===== config.mk =====
export PLATFORM = sky130hd
export DESIGN_NAME = gpr_file_mp
export DESIGN_NICKNAME = d
export VERILOG_FILES = /design/src/rtl/gpr_file_mp.sv
export SDC_FILE = /design/constraint.sdc
export NUM_CORES = 2
export LEC_CHECK = 0
export CAP_MARGIN = 20
export CORE_ASPECT_RATIO = 0.7
export CORE_MARGIN = 2
export CORE_UTILIZATION = 40
export DETAILED_ROUTE_END_ITERATION = 16
export REMOVE_ABC_BUFFERS = 1
export SYNTH_ARGS = -nofsm -noshare
export SYNTH_HDL_FRONTEND = slang
export SYNTH_SLANG_ARGS = --single-unit
export TNS_END_PERCENT = 20

===== constraint.sdc =====
create_clock -name clk_i -period 5.2 [get_ports clk_i]
set_input_delay 0.78 -clock clk_i [delete_from_list [all_inputs] [get_ports clk_i]]
set_output_delay 0.78 -clock clk_i [all_outputs]
set_load 0.005 [all_outputs]

===== src/rtl/gpr_file_mp.sv =====
// rtl/gpr_file_mp.sv - multi-port register file with clear sweep, bypass and busy scoreboard
module gpr_file_mp #(
    parameter int XLEN     = 32,
    parameter int NREGS    = 32,
    parameter int NRP      = 2,
    parameter int BYPASS   = 1,
    parameter int ZERO_REG = 1
) (
    input  logic                         clk_i,
    input  logic                         resetn_i,
    input  logic                         clr_i,
    output logic                         ready_o,
    input  logic                         we0_i,
    input  logic [$clog2(NREGS)-1:0]     wa0_i,
    input  logic [XLEN-1:0]              wd0_i,
    input  logic                         we1_i,
    input  logic [$clog2(NREGS)-1:0]     wa1_i,
    input  logic [XLEN-1:0]              wd1_i,
    input  logic [NRP*$clog2(NREGS)-1:0] ra_i,
    output logic [NRP*XLEN-1:0]          rd_o,
    output logic [NRP-1:0]               rbusy_o,
    input  logic                         rsv_en_i,
    input  logic [$clog2(NREGS)-1:0]     rsv_addr_i
);
    localparam int AW = $clog2(NREGS);
    localparam logic [AW-1:0] LAST = AW'(NREGS - 1);

    typedef enum logic {
        CLEAR = 1'b0,
        RUN   = 1'b1
    } state_e;

    state_e            state_q, state_d;
    logic [AW-1:0]     cnt_q, cnt_d;
    logic [NREGS-1:0]  busy_q, busy_d;
    logic [XLEN-1:0]   mem_q [NREGS];

    logic sweep_en, accept, wr0_en, wr1_en, rsv_ok;

    assign ready_o = (state_q == RUN);

    // A clr cycle drops all traffic so the sweep starts from a quiet file.
    assign accept   = resetn_i && (state_q == RUN) && !clr_i;
    assign sweep_en = resetn_i && (state_q == CLEAR);
    assign wr0_en   = accept && we0_i && !((ZERO_REG != 0) && (wa0_i == '0));
    assign wr1_en   = accept && we1_i && !((ZERO_REG != 0) && (wa1_i == '0));
    assign rsv_ok   = accept && rsv_en_i && !((ZERO_REG != 0) && (rsv_addr_i == '0));

    always_ff @(posedge clk_i) begin
        if (!resetn_i) begin
            state_q <= CLEAR;
            cnt_q   <= '0;
            busy_q  <= '0;
        end else begin
            state_q <= state_d;
            cnt_q   <= cnt_d;
            busy_q  <= busy_d;
        end
    end

    always_comb begin
        state_d = state_q;
        cnt_d   = cnt_q;
        busy_d  = busy_q;
        case (state_q)
            CLEAR: begin
                if (cnt_q == LAST) begin
                    state_d = RUN;
                end else begin
                    cnt_d = cnt_q + 1'b1;
                end
            end
            RUN: begin
                if (clr_i) begin
                    state_d = CLEAR;
                    cnt_d   = '0;
                    busy_d  = '0;
                end else begin
                    // Reservation is applied last so it wins over a same-address write.
                    if (wr0_en) busy_d[wa0_i] = 1'b0;
                    if (wr1_en) busy_d[wa1_i] = 1'b0;
                    if (rsv_ok) busy_d[rsv_addr_i] = 1'b1;
                end
            end
            default: begin
                state_d = CLEAR;
                cnt_d   = '0;
            end
        endcase
    end

    always_ff @(posedge clk_i) begin
        if (sweep_en) begin
            mem_q[cnt_q] <= '0;
        end else begin
            if (wr0_en) mem_q[wa0_i] <= wd0_i;
            if (wr1_en) mem_q[wa1_i] <= wd1_i;
        end
    end

    for (genvar i = 0; i < NRP; i++) begin : g_rport
        logic [AW-1:0] addr;
        logic          zr, hit0, hit1, fwd;

        assign addr = ra_i[i*AW +: AW];
        assign zr   = (ZERO_REG != 0) && (addr == '0);
        assign hit0 = we0_i && (wa0_i == addr) && !zr;
        assign hit1 = we1_i && (wa1_i == addr) && !zr;
        assign fwd  = (BYPASS != 0) && ready_o && (hit0 || hit1);

        assign rd_o[i*XLEN +: XLEN] = (!ready_o || zr) ? '0 :
                                      fwd ? (hit1 ? wd1_i : wd0_i) : mem_q[addr];
        assign rbusy_o[i] = ready_o && !fwd && busy_q[addr];
    end

endmodule


==> parameters.txt <==
Parameter                              Value

Pwr
  Total net switching power    4470 uW
  Portion of total power attributed to combinational logic    0.077
  Maximum vdd ir drop    0.000267 V
  Relative contribution of the clock network to total power    0.426
  Total internal power    14300 uW
  Share of total power consumed by net switching    0.238
  Sequential group share of total power    0.497
  Power density over cell area    267 nW/um^2
  Standby leakage power    0.0194 uW

Synth
  Post-synthesis sequential area ratio    0.510
  Synth unique cells    52
  Count of flip-flops with a built-in enable after synthesis    1024
  Fraction of synthesis flops using an asynchronous set or reset pin    0
  Share of Yosys cell area claimed by the top area cell type    0.498
  #FFs+latches synth    1062
  Most used flip-flop cell after synthesis    sky130_fd_sc_hd__edfxtp_1
  Total standard cell area after synthesis    61800 um^2
  Average size of a mapped cell    12.2 um^2
  Dominant combinational cell family by area after synthesis    multiplexers
  Area fraction in compound gates after synthesis    0.104
  Main area contributors after synthesis    sky130_fd_sc_hd__edfxtp_1, sky130_fd_sc_hd__mux4_2, sky130_fd_sc_hd__o21ai_0
  Multiplexer share of the synthesized area    0.241
  Synth Area in Simple Gates    0.0943
  Number of instances in the synthesized netlist    5060
  Most area-hungry cell type in the Yosys netlist    sky130_fd_sc_hd__edfxtp_1
  XOR/XNOR share of the synthesized area    0.00326
  Number of warnings reported in the yosys synthesis log    0
  Area share of fa/ha/maj cells after synthesis    0.000405

Finish
  Final net count    4985
  Area of all sequential standard cells    31500 um^2
  Filler-free cell count of the finished design    6990
  Commonest non-fill, non-tap cell in the layout    sky130_fd_sc_hd__nand2_1
  # diodes    0
  Area added between synthesis and finish    13.7%
  Proportion of layout cells with a drive suffix above 1    0.227
  Leading cell types in the layout, fill and taps excluded    sky130_fd_sc_hd__nand2_1, sky130_fd_sc_hd__o21ai_0, sky130_fd_sc_hd__edfxtp_1
  Total area of multi-input combinational cells    28100 um^2
  Count of filler cells inserted in the layout    13400

Detailed routing
  Max layer used    met5
  Drt initial violations    7987
  DR DRC count    0
  Wire length on met3    35500 um
  Antenna Violating Nets Remaining    0
  Average wire per standard cell    33.6 um
  TritonRoute pass-1 iters    6
  Via density    6.60
  Detail Route met2 WL    99300 um
  Vias after detailed routing    46100
  Routed wire length    235000 um
  Met1 routed wirelength after detailed routing    90100 um

Min path
  Hold/Removal Path Class    reg -> reg

Global routing
  Vias in the first global route    43900
  Initial antenna violation count    3
  Total congestion overflow    0
  Total global routing track utilization    0.297
  First-pass GRT wire length    333000 um
  Maximum number of pins on one net before global-route repair    122

Timing
  Relative slew slack    0.185
  Worst clock skew    0.0367 ns
  Time the final worst path needs with I/O delays and setup    5.05 ns
  Count of final setup violators    0
  Part of the cycle the worst path needs    0.971
  Final max-slew violation count    0
  Setup repair after global routing missed its margin    false
  Final-report hold violation count    0
  Slack of the critical path    0.153 ns
  Tightest hold margin    0.474 ns
  Highest achievable clock rate    0.198 GHz
  Transition at the pin with the smallest max-transition slack    1.22 ns

Floorplanning
  Initial core utilization    0.403
  Die height    333 um
  Standard-cell rows    120
  Boundary pin count    162
  Core Region    153000 um^2
  Die area    158000 um^2
  Floorplan die width    474 um

CTS
  Number of buffers created by CTS    107
  Number of buffers inserted by post-CTS setup repair    0
  Largest buffer count on any clock path    3
  Clock sink total    1062
  Buffer cell driving the clock tree root    sky130_fd_sc_hd__clkbuf_16
  Quantity of hold-fixing buffers added after cts    0
  Clock-pin slew of the registers on the worst-case setup and hold paths    0.06 ns
  CTS tree    built
  Number of H-tree levels    3
  Clk Latency, worst-skew pair    0.76 ns

Placed design
  Final weighted congestion in routability-driven placement    0.864
  Hpwl dp    136000 um
  I/O Buffers    161
  Dpl cells    6790
  Worst setup slack after placement    -0.0145 ns

Run
  Max Cap Violations    0

Critical path
  Slack of the worst reg-to-reg path    1.14 ns
  Largest fanout on the critical path    26
  Worst Setup End Kind    output pin
  Terminus of the critical flop-to-flop path    mem_q[3][29]
  Number of cells on the worst reg-to-reg path    8
  Critical Path RT    4.42 ns
  Capture point of the critical path    rd_o[18]
  Worst setup path start    wa1_i[0]
  RR Startpoint    ready_o
  Data arrival, critical path    4.27 ns
  Kind of critical path    in -> out
  Type of element launching the critical path    input port

Outcome
  Outcome    finished, final reports clean
## through the flow
step | area [um^2] | total power (uW) | utilization | setup TNS [ns]
4_1_cts | 70100 | 18800 | 0.458 | 0
2_1_floorplan | 59000 | 10100 | - | -178.18
3_3_place_gp | 66600 | 10900 | 0.435 | 0
3_5_place_dp | 66600 | 10900 | 0.435 | -0.0145
6_report | 70200 | 18800 | 0.458 | 0
5_1_grt | 70200 | 19200 | 0.458 | 0
## synth_stat cells (3+ instances only)
master                     instances
sky130_fd_sc_hd__nand2_1        1077
sky130_fd_sc_hd__o21ai_0        1049
sky130_fd_sc_hd__edfxtp_1       1024
sky130_fd_sc_hd__mux4_2          658
sky130_fd_sc_hd__clkbuf_1        460
sky130_fd_sc_hd__nor3_1          121
sky130_fd_sc_hd__buf_2           116
sky130_fd_sc_hd__buf_1            77
sky130_fd_sc_hd__nor3b_1          62
sky130_fd_sc_hd__nor2_1           53
sky130_fd_sc_hd__o221ai_1         53
sky130_fd_sc_hd__inv_1            43
sky130_fd_sc_hd__o22ai_1          40
sky130_fd_sc_hd__dfxtp_1          38
sky130_fd_sc_hd__a211oi_1         19
sky130_fd_sc_hd__nand3_1          18
sky130_fd_sc_hd__buf_4            17
sky130_fd_sc_hd__xnor2_1          16
sky130_fd_sc_hd__nor2b_1          14
sky130_fd_sc_hd__nor4_1           11
sky130_fd_sc_hd__nand4_1          10
sky130_fd_sc_hd__and2_1            7
sky130_fd_sc_hd__mux2i_1           7
sky130_fd_sc_hd__nand2b_1          7
sky130_fd_sc_hd__xor2_1            7
sky130_fd_sc_hd__a32oi_1           6
sky130_fd_sc_hd__a22o_1            4
sky130_fd_sc_hd__a31oi_1           4
sky130_fd_sc_hd__o31ai_1           4
sky130_fd_sc_hd__or4_1             4
sky130_fd_sc_hd__a21oi_1           3
sky130_fd_sc_hd__a311oi_1          3
sky130_fd_sc_hd__and3_1            3
sky130_fd_sc_hd__nand3b_1          3
## power groups by stage
stage / Clock, uW / Sequential, uW / Combinational [uW]
3_3_place_gp: 0 / 9510 / 1420
6_report: 7990 / 9330 / 1450
3_5_place_dp: 0 / 9510 / 1420
5_1_grt: 8360 / 9330 / 1500
4_1_cts: 8020 / 9330 / 1420
2_1_floorplan: 0 / 9500 / 557
## critical path: stages
cell and delay [ns]:
sky130_fd_sc_hd__clkdlybuf4s50_1 0.66, sky130_fd_sc_hd__xnor2_1 0.16, sky130_fd_sc_hd__nand4_1 0.11, sky130_fd_sc_hd__or4_2 0.71
sky130_fd_sc_hd__a21boi_4 0.26, sky130_fd_sc_hd__buf_12 0.23, sky130_fd_sc_hd__nor3b_1 0.10, sky130_fd_sc_hd__nor4_2 0.49
sky130_fd_sc_hd__buf_4 0.20, sky130_fd_sc_hd__clkdlybuf4s50_1 0.49
## layer usage
metal | vias to the layer above | track usage
met5 | - | 0
met4 | 4 | 0.109
met3 | 534 | 0.0926
met2 | 3587 | 0.418
met1 | 23000 | 0.430
li1 | 19000 | -
## worst min-delay path by stage
| stage | cells after the start | slack (ns) | from | endpoint |
|---|---|---|---|---|
| after floorplan | 2 | 0.42 | busy_q[0] | busy_q[0] |
| after global placement | 2 | 0.45 | busy_q[0] | busy_q[0] |
| after detailed placement | 2 | 0.46 | busy_q[0] | busy_q[0] |
| after CTS | 2 | 0.47 | busy_q[0] | busy_q[0] |
| after global routing | 2 | 0.51 | busy_q[22] | busy_q[22] |
| final | 2 | 0.47 | busy_q[0] | busy_q[0] |
## sequential cells by signal, summed over array words and instances (netlist names)
name,cells
cnt_q,5
ready_o,1
busy_q,32
mem_q,1024
## layout make-up
class	instances	share of cell area
Clock buffer	125	0.0397
Clock inverter	73	0.0101
Inverter	43	0.00230
Multi-Input combinational cell	3285	0.400
Sequential cell	1062	0.449
Tap cell	2013	0.0359
Timing Repair Buffer	389	0.0629
## what timing repair did
| action | 4_1_cts | 5_1_grt |
|---|---|---|
| endpoints found under the setup margin | 1 | 3 |
| resized for setup | 1 | 3 |
| hold endpoints to repair | 0 | 0 |
| pin swaps | 0 | 0 |
## cells by family (layout without fill, tap and decap cells)
kind of cell | Yosys count | count (layout)
AO/OA/AOI/OAI | 1198 | 1198
multiplexers | 666 | 666
XOR/XNOR | 23 | 23
buffers and inverters | 713 | 630
adder cells (fa/ha/maj) | 2 | 2
AND/OR/NAND/NOR | 1396 | 1396
flip-flops | 1062 | 1062
Note: power is estimated with default switching activity, not from simulation.
